$ cat config.mk
export PLATFORM = sky130hd
export DESIGN_NAME = mem_access_unit
export DESIGN_NICKNAME = d
export VERILOG_FILES = /design/src/rtl/mem_access_unit.sv
export SDC_FILE = /design/constraint.sdc
export NUM_CORES = 1
export LEC_CHECK = 0
export CELL_PAD_IN_SITES_DETAIL_PLACEMENT = 1
export CELL_PAD_IN_SITES_GLOBAL_PLACEMENT = 2
export CORE_ASPECT_RATIO = 0.6
export CORE_MARGIN = 1.5
export CORE_UTILIZATION = 37
export CTS_BUF_LIST = sky130_fd_sc_hd__clkbuf_2
export CTS_CLUSTER_SIZE = 16
export DETAILED_ROUTE_END_ITERATION = 8
export DONT_BUFFER_PORTS = 1
export GPL_TIMING_DRIVEN = 0
export PLACE_DENSITY = 0.84
export SETUP_SLACK_MARGIN = 0.1
export SYNTH_ARGS = -nofsm -noshare
export SYNTH_HDL_FRONTEND = slang
export SYNTH_SLANG_ARGS = --single-unit
$ cat constraint.sdc
create_clock -name clk -period 3.25 [get_ports clk]
set_input_delay 0.975 -clock clk [delete_from_list [all_inputs] [get_ports clk]]
set_output_delay 0.975 -clock clk [all_outputs]
set_load 0.02 [all_outputs]
$ cat src/rtl/mem_access_unit.sv
// mem_access_unit: load/store adapter between the RV32I memory stage and a
// word-wide data memory with a single whole-word write enable.
//  - Loads are zero-latency: lane select plus sign/zero extension of mem_rd.
//  - SW writes straight through in the request cycle.
//  - SB/SH run a two-cycle read-modify-write: the IDLE cycle reads the word
//    and stalls, and the WRITE cycle writes the merged word back.
//  - Illegal funct3 codes and misaligned accesses raise err, write nothing
//    and do not stall.
module mem_access_unit #(
   parameter int DATA_WIDTH = 32,
   parameter int ADDR_WIDTH = 32
) (
   input  logic                  clk,
   input  logic                  rst,
   input  logic                  req_valid,
   input  logic                  req_write,
   input  logic [2:0]            funct3,
   input  logic [ADDR_WIDTH-1:0] addr,
   input  logic [DATA_WIDTH-1:0] wdata,
   output logic [DATA_WIDTH-1:0] rdata,
   output logic                  stall,
   output logic                  err,
   output logic [ADDR_WIDTH-1:0] mem_a,
   output logic [DATA_WIDTH-1:0] mem_wd,
   output logic                  mem_we,
   input  logic [DATA_WIDTH-1:0] mem_rd
);

   localparam logic [2:0] F3_B  = 3'b000;
   localparam logic [2:0] F3_H  = 3'b001;
   localparam logic [2:0] F3_W  = 3'b010;
   localparam logic [2:0] F3_BU = 3'b100;
   localparam logic [2:0] F3_HU = 3'b101;

   typedef enum logic {
      IDLE  = 1'b0,
      WRITE = 1'b1
   } state_t;

   state_t                  state_q, state_d;
   logic [DATA_WIDTH-1:0]   merge_q, merge_d;
   logic [ADDR_WIDTH-1:0]   addr_q;
   logic [ADDR_WIDTH-1:0]   word_idx;

   logic                    is_b, is_h, is_w, is_bu, is_hu;
   logic                    legal_code, misaligned, bad_access;
   logic [7:0]              byte_lane;
   logic [15:0]             half_lane;
   logic [DATA_WIDTH-1:0]   load_ext;
   logic                    we_raw;

   assign word_idx = {2'b00, addr[ADDR_WIDTH-1:2]};

   // Decode funct3 into access width and classify illegal/misaligned requests.
   always_comb begin
      is_b       = (funct3 == F3_B);
      is_h       = (funct3 == F3_H);
      is_w       = (funct3 == F3_W);
      is_bu      = (funct3 == F3_BU);
      is_hu      = (funct3 == F3_HU);
      // BU/HU exist only as loads.
      legal_code = is_b | is_h | is_w | ((is_bu | is_hu) & ~req_write);
      misaligned = ((is_h | is_hu) & addr[0]) | (is_w & (addr[1:0] != 2'b00));
      bad_access = ~legal_code | misaligned;
   end

   // Select the addressed byte/half lane and extend it to a full word.
   always_comb begin
      // NOTE: every variable assigned in an always_comb gets a value on every
      // path (defaults first), otherwise synthesis infers a latch.
      byte_lane = mem_rd[7:0];
      case (addr[1:0])
         2'd0: byte_lane = mem_rd[7:0];
         2'd1: byte_lane = mem_rd[15:8];
         2'd2: byte_lane = mem_rd[23:16];
         2'd3: byte_lane = mem_rd[31:24];
         default: byte_lane = mem_rd[7:0];
      endcase
      half_lane = addr[1] ? mem_rd[31:16] : mem_rd[15:0];

      load_ext = mem_rd;
      if (is_b)       load_ext = {{(DATA_WIDTH-8){byte_lane[7]}}, byte_lane};
      else if (is_bu) load_ext = {{(DATA_WIDTH-8){1'b0}}, byte_lane};
      else if (is_h)  load_ext = {{(DATA_WIDTH-16){half_lane[15]}}, half_lane};
      else if (is_hu) load_ext = {{(DATA_WIDTH-16){1'b0}}, half_lane};
   end

   // Build the merged word for SB/SH: current memory word with the store lane(s) replaced.
   always_comb begin
      merge_d = mem_rd;
      if (is_b) begin
         case (addr[1:0])
            2'd0: merge_d[7:0]   = wdata[7:0];
            2'd1: merge_d[15:8]  = wdata[7:0];
            2'd2: merge_d[23:16] = wdata[7:0];
            2'd3: merge_d[31:24] = wdata[7:0];
            default: merge_d = mem_rd;
         endcase
      end else if (is_h) begin
         if (addr[1]) merge_d[31:16] = wdata[15:0];
         else         merge_d[15:0]  = wdata[15:0];
      end
   end

   // Next-state and output logic of the sub-word store FSM.
   always_comb begin
      state_d = state_q;
      rdata   = '0;
      stall   = 1'b0;
      err     = 1'b0;
      we_raw  = 1'b0;
      mem_wd  = wdata;
      mem_a   = word_idx;
      case (state_q)
         IDLE: begin
            if (req_valid) begin
               if (bad_access) begin
                  err = 1'b1;
               end else if (!req_write) begin
                  rdata = load_ext;
               end else if (is_w) begin
                  we_raw = 1'b1;
               end else begin
                  // SB/SH: read this cycle, write the merged word next cycle.
                  stall   = 1'b1;
                  state_d = WRITE;
               end
            end
         end
         WRITE: begin
            // The held request is ignored; only the captured RMW is written.
            mem_a   = addr_q;
            mem_wd  = merge_q;
            we_raw  = 1'b1;
            state_d = IDLE;
         end
         default: state_d = IDLE;
      endcase
   end

   // Reset blocks any memory write in the same cycle, including mid-RMW.
   assign mem_we = we_raw & ~rst;

   // State register plus RMW capture registers.
   always_ff @(posedge clk) begin
      // NOTE: sequential state uses non-blocking assignments so every
      // register samples pre-edge values regardless of statement order.
      if (rst) begin
         state_q <= IDLE;
         merge_q <= '0;
         addr_q  <= '0;
      end else begin
         state_q <= state_d;
         if (state_q == IDLE && state_d == WRITE) begin
            addr_q  <= word_idx;
            merge_q <= merge_d;
         end
      end
   end

endmodule

==> impl_metrics.csv <==
group,metric,value,unit
run_status,outcome,"complete, but fails checks",
run_status,violations,"DRC, setup timing",
sta,worst_slack,-0.0361,ns
sta,timing.final.crit_period,3.29,ns
synthesis,synth.top_cell.area_share,25.2,%
place,placed_area,0.00542,mm^2
setup_path,worstPathMaxFanout,7,
setup_path,setup.worst_path.end_class,"output pin",
clock_tree,clkTransAtPathRegs,0.15,ns
drt,drtPass1Iterations,9,
setup_path,crit_arrival,2.31,ns
min_path,hold_depth,2,
sta,fin_crit_sh,101,%
clock_tree,clk_latency,0.48,ns
layout,drive_gt1_share,37.5,%
setup_path,regToRegSetupSlack,1.42,ns
layout,fin_nets,706,
setup_path,r2r-end,"merge_q[18]$_SDFFE_PP0P_",
synthesis,synth_edf_count,0,
clock_tree,cts_buffers,9,
synthesis,synth_flop_cell,"dfxtp_1",
drt,vias,4888,
setup_path,cp_data_required_time,2.27,ns
synthesis,synth_area,0.00501,mm^2
floorplan,initial_utilization,38.5,%
synthesis,synth_top_family_by_area,"compound AO/OA/AOI/OAI gates",
synthesis,synthSimpleGateAreaFrac,14.5,%
synthesis,synth.area.top_cells,"dfxtp_1, mux2_2, nand2_1",
min_path,min_from,"addr_q[6]$_SDFFE_PP0P_",
sta,fmax,304,MHz
synthesis,synth_cells,576,
clock_tree,cts_hold_buffers,0,
drt,avgRoutedWirePerCell,26.1,um
global_route,grt_pass1_wl,30.4,mm
sta,slew-limit-headroom,50.2,%
min_path,whs_endpoint,"addr_q[6]$_SDFFE_PP0P_",
drt,via_per_inst,6.28,
synthesis,syn_avg_cell_area,8.69,um^2
layout,antenna-diode-count,0,
sta,setup_viol,14,
power_and_ir_drop,power.leakage,1.98,nW
place,dp_hpwl,15.3,mm
clock_tree,clk_path_buf_depth,2,
flow_run,drv_cap,0,
power_and_ir_drop,vdd_drop_max,0.000138,V
drt,met2_length,9.06,mm
synthesis,yosys.area.top_type,"dfxtp_1",
drt,wl,20.3,mm
floorplan,std_cell_rows,32,
floorplan,dieHeight,93.1,um
synthesis,synth_mux_area_share,25.7,%
synthesis,synthTopCellsByCount,"nand2_1, mux2_2, dfxtp_1",
floorplan,die_w,153,um
place,port_buffers,0,
synthesis,synth_compound_area_share,26.9,%
setup_path,timing.rr.start,"state_q$_SDFF_PP0_",
power_and_ir_drop,p_per_area,294,mW/mm^2
floorplan,fp.coreArea,0.0130,mm^2
clock_tree,cts.sinks,63,
floorplan,dieArea,0.0143,mm^2
sta,fin_worst_skew,0.0271,ns
setup_path,crit_type,"in -> out",
synthesis,synth_seq_cells,63,
layout,multiInputGateArea,0.00375,mm^2
clock_tree,cts_root_buf,"clkbuf_2",
sta,rsz0062_at_grt,"yes",
synthesis,yosysSeqAreaShare,25.2,%
layout,n_fill_cell,1485,
global_route,grt_pass1_vias,5084,
clock_tree,htree_levels,3,
place,gp_congestion,0.934,
layout,fin_area,0.00594,mm^2
drt,drtAntennaViolNets,0,
layout,seq_area,0.00126,mm^2
place,dp_slack,-0.228,ns
setup_path,start_kind,"input port",
synthesis,synthXorXnorAreaFrac,0,%
drt,dr_wl_met3,1.87,mm
sta,tns,-0.263,ns
drt,drc,7,
min_path,worstHoldPathType,"reg -> reg",
global_route,grt_overflow,0,
sta,tightestPinTransition,0.746,ns
layout,syn_to_final_growth,18.7,%
synthesis,synthArstFlopShare,0,%
drt,highest-signal-layer,"met4",
floorplan,io_pins,202,
sta,final-hold-violation-count,0,
sta,slew_violations,0,
clock_tree,tritoncts,"done",
global_route,grt_max_degree,11,
synthesis,yosys.cell_types.count,46,
drt,wl_met1,9.04,mm
synthesis,synth_adder_area_share,0,%
setup_path,worst-r2r-cell-count,7,
synthesis,yosys.cell_count.top_type,"nand2_1",
synthesis,yosys_warnings,0,
global_route,antenna_found_initial,0,
drt,drt_iter0_drc,220,
global_route,track_usage,28.1,%
metal layers:
metal  vias up  GRT usage (%)
met5         -              0
met1      2450           38.7
met2       233           42.8
met4         0           8.01
li1       2168              -
met3        37           7.97
per-stage QoR:
stage	util (%)	hold WS [ns]	power, mW	std cells
after CTS	44.3	0.470	1.74	773
after detailed placement	41.7	0.448	1.31	747
final	45.7	0.468	1.75	778
after floorplan	-	0.433	1.23	577
after global placement	41.7	0.439	1.30	747
after global routing	45.7	0.489	1.85	778
state kept, by name (all words and copies together), names as in the netlist:
register	count
merge_q	32
addr_q	30
state_q	1
repair_timing:
action                                  in CTS  in global routing
hold endpoints to repair                     0                  0
pin swaps                                   17                  7
cloned                                       2                  0
endpoints found under the setup margin      61                 63
buffers inserted                             8                  5
gates resized for setup                     29                 31
report_power, final:
group	switching, mW	internal (mW)	total, mW	leakage [nW]
sequential	0.0101	0.792	0.802	0.510
clock	0.282	0.107	0.389	0.0617
combinational	0.334	0.226	0.560	1.40
cell type report:
| type | instances | share of cell area, % |
|---|---|---|
| Multi-Input combinational cell | 449 | 63.1 |
| Sequential cell | 63 | 21.2 |
| Buffer | 60 | 7.39 |
| Tap cell | 170 | 3.58 |
| Timing Repair Buffer | 15 | 2.99 |
| Clock buffer | 12 | 1.01 |
| Clock inverter | 4 | 0.379 |
| Inverter | 5 | 0.358 |
kinds of logic after synthesis:
kind of cell / count (synthesis)
flip-flops: 63
other: 1
AND/OR/NAND/NOR: 164
multiplexers: 110
buffers and inverters: 65
AO/OA/AOI/OAI: 173
worst max path at each step:
stage | slack (ns) | from | to
6_report | -0.04 | addr[0] | rdata[27]
5_1_grt | -0.05 | addr[0] | rdata[27]
4_1_cts | -0.02 | funct3[0] | rdata[24]
3_5_place_dp | -0.23 | funct3[0] | rdata[4]
3_3_place_gp | -0.24 | funct3[0] | rdata[4]
2_1_floorplan | 0.0006 | addr[1] | rdata[0]
critical path: stages:
cell and delay (ns):
buf_12 0.11, mux4_2 0.55, o21bai_4 0.29, bufbuf_16 0.33, a21oi_4 0.05
layout by cell type (no fill, tap or decap), drive strengths merged, types with 8 or more instances in the layout:
cell type / count
dfxtp: 63
a21oi: 48
o2bb2ai: 16
mux2i: 24
nand2: 96
clkbuf: 29
a211oi: 38
nor2: 53
o22a: 16
o22ai: 8
a22oi: 31
buf: 57
mux2: 79
o21a: 8
Power figures use the tool's default switching activity.
==> patch (config.mk and constraints unchanged) <==
The parameter `DATA_WIDTH` goes from 32 to 48.
--- a/src/rtl/mem_access_unit.sv
+++ b/src/rtl/mem_access_unit.sv
@@ -8,5 +8,5 @@
 //    and do not stall.
 module mem_access_unit #(
-   parameter int DATA_WIDTH = 32,
+   parameter int DATA_WIDTH = 48,
    parameter int ADDR_WIDTH = 32
 ) (
Interface: changed (resized mem_rd, mem_wd, rdata and wdata); port bits go from 202 to 266. No check against the original RTL was run, so the function may have changed too.
==> patch against the original RTL <==
  * The flow finishes with violations (negative setup slack)
  * Die area is 17% higher
  * Power up 32%
  * Register-to-register slack got worse by 150 ps
  * Routed wire length rose by 23%
  * Worst setup slack improved by 23 ps
  * Synthesized area is 18% higher
  * Worst hold slack better by 5.1 ps
  * Sequential power grew 26%
  * Synthesized cell count increased by 28%
  * Sequential cell count up 16
  * Critical path depth increased by 3
  * Design area rose by 18%
  * Final cell count grew 24%
  * Global-route usage increased by 0.90 points
  * Critical path type unchanged
==> patch: results (changes against the original RTL) <==
----------------------------------------------------
[Hold path]
  Beginning of the worst hold path ... addr_q[17]$_SDFFE_PP0P_ (was addr_q[6]$_SDFFE_PP0P_)

[Power and ir drop]
  Worst vdd rail ir drop ... 164 uV (was 138 uV)
  Leakage power ... 2.23 nW (was 1.98 nW)

[STA]
  Final Critical Period ... 3260 ps (was 3290 ps)
  Final clock skew ... 23.0 ps (was 27.1 ps)
  Final WS setup ... -12.6 ps (was -36.1 ps)
  Total setup violations reported at the end of the flow ... 6 (was 14)
  Measured slew at the worst slew-check pin ... 744 ps (was 746 ps)

[Yosys]
  Sequential area share after synthesis ... 0.268 (was 0.252)
  Post-synthesis cell type count ... 41 (was 46)
  Cell types occupying the most area after synthesis ... dfxtp_1 (27%), mux2_2 (21%), nand2_1 (10%) (was dfxtp_1 (25%), mux2_2 (18%), nand2_1 (7.0%))
  Post-synth top area share ... 0.268 (was 0.252)

[Setup path]
  Slowest cell on the critical path ... a211oi_4 (was mux4_2)
  Worst R2R End ... merge_q[8]$_SDFFE_PP0P_ (was merge_q[18]$_SDFFE_PP0P_)
  CP peak stage delay ... 400 ps (was 550 ps)

[Global route]
  Via count of the first global-routing pass ... 5885 (was 5084)
  First-pass GRT wire length ... 36.8 mm (was 30.4 mm)
  Met2 track utilization from global routing ... 0.451 (was 0.428)
  Met1 track demand over resource ... 0.397 (was 0.387)
  Pin count of the biggest net entering global routing ... 15 (was 11)
  Overall track demand over capacity in global routing ... 0.290 (was 0.281)
  Number of antenna violations at the first check in global routing ... 2 (was 0)
  Met3 track demand over resource in global routing ... 0.0864 (was 0.0797)

[Clocking]
  Clock slew seen by the registers of the worst setup and hold paths ... 240 ps (was 150 ps)

[Place]
  Place WS ... -463 ps (was -228 ps)
  Dpl hpwl ... 19.6 mm (was 15.3 mm)
  Final estimated routing congestion in global placement ... 0.935 (was 0.934)

[Drt]
  Mean routed wirelength per cell ... 25.9 um (was 26.1 um)
  1st-iter DRT viols ... 326 (was 220)
  Post-detailed-route via-to-cell ratio ... 6.06 (was 6.28)
  Detailed-routing iteration count for the pre-antenna-repair pass ... 5 (was 9)
  DRC viols ... 0 (was 7)

[Layout]
  Nets ... 891 (was 706)
  Fraction of final layout cells sized beyond drive strength 1 ... 0.336 (was 0.375)
  Largest registers ... merge_q x48, addr_q x30, state_q x1 (was merge_q x32, addr_q x30, state_q x1)
  Number of inserted filler cells in the final layout ... 1816 (was 1485)

[Outcome]
  Status ... complete, but fails checks (unchanged)
  Failing checks ... negative setup slack (was design-rule violations, negative setup slack)

----------------------------------------------------
-- patch: logic make-up after synthesis --
logic type	share of synthesized area
and+or+nand+nor	0.176
AOI/OAI and AO/OA	0.243
muxes	0.248
DFF	0.268
buffers and inverters	0.0646
other	0.000635
-- patch: worst max-delay path: cells and delay by family --
kind / cells / cell delay (ps)
simple gates: 2 / 270
buf+inv: 4 / 440
compound gates: 1 / 400
mux: 1 / 190
-- patch: worst max path at each step --
stage / start / endpoint / cells past startpoint
CTS: funct3[0] / rdata[16] / 7
floorplan: funct3[0] / rdata[45] / 7
detailed placement: funct3[0] / rdata[46] / 6
global placement: funct3[0] / rdata[31] / 6
finish: funct3[0] / rdata[0] / 8
global route: funct3[0] / rdata[16] / 7
-- patch: metal layers --
metal	up-vias	part of all wire
met5	-	0
met1	2908	0.46
met2	261	0.44
met4	0	0.013
met3	27	0.083
li1	2652	-
-- patch: area by class of cell --
type	count	area [um^2]	area share
Sequential cell	79	1580	0.226
Tap cell	203	254	0.0363
Clock buffer	10	50.0	0.00715
Clock inverter	6	92.6	0.0132
Inverter	3	12.5	0.00179
Buffer	76	528	0.0754
Antenna cell	1	2.50	0.000357
Multi-Input combinational cell	581	4420	0.631
Timing Repair Buffer	6	65.1	0.00929
-- patch: metrics by stage --
| stage | instances | TNS, ps | power (W) | hold slack, ps | instance area [um^2] |
|---|---|---|---|---|---|
| after CTS | 963 | -93.2 | 0.00233 | 442 | 6960 |
| after detailed placement | 942 | -18720 | 0.00161 | 447 | 6560 |
| after floorplan | 739 | -618 | 0.00151 | 433 | 6300 |
| after global placement | 942 | -15930 | 0.00160 | 440 | 6560 |
| final | 965 | -39.5 | 0.00231 | 473 | 7000 |
| after global routing | 965 | -1420 | 0.00241 | 435 | 7000 |
-- patch: repair_timing --
action                     in CTS  in global routing
cloned                          0                  0
setup endpoints to repair     128                109
pin swaps                       7                  5
gates resized for setup        53                 22
setup buffers                   5                  1
-- patch: power breakdown --
part / switching [W] / internal, W / total, W
registers: 0.0000125 / 0.000994 / 0.00101
clock network: 0.000410 / 0.000263 / 0.000673
logic: 0.000394 / 0.000236 / 0.000630
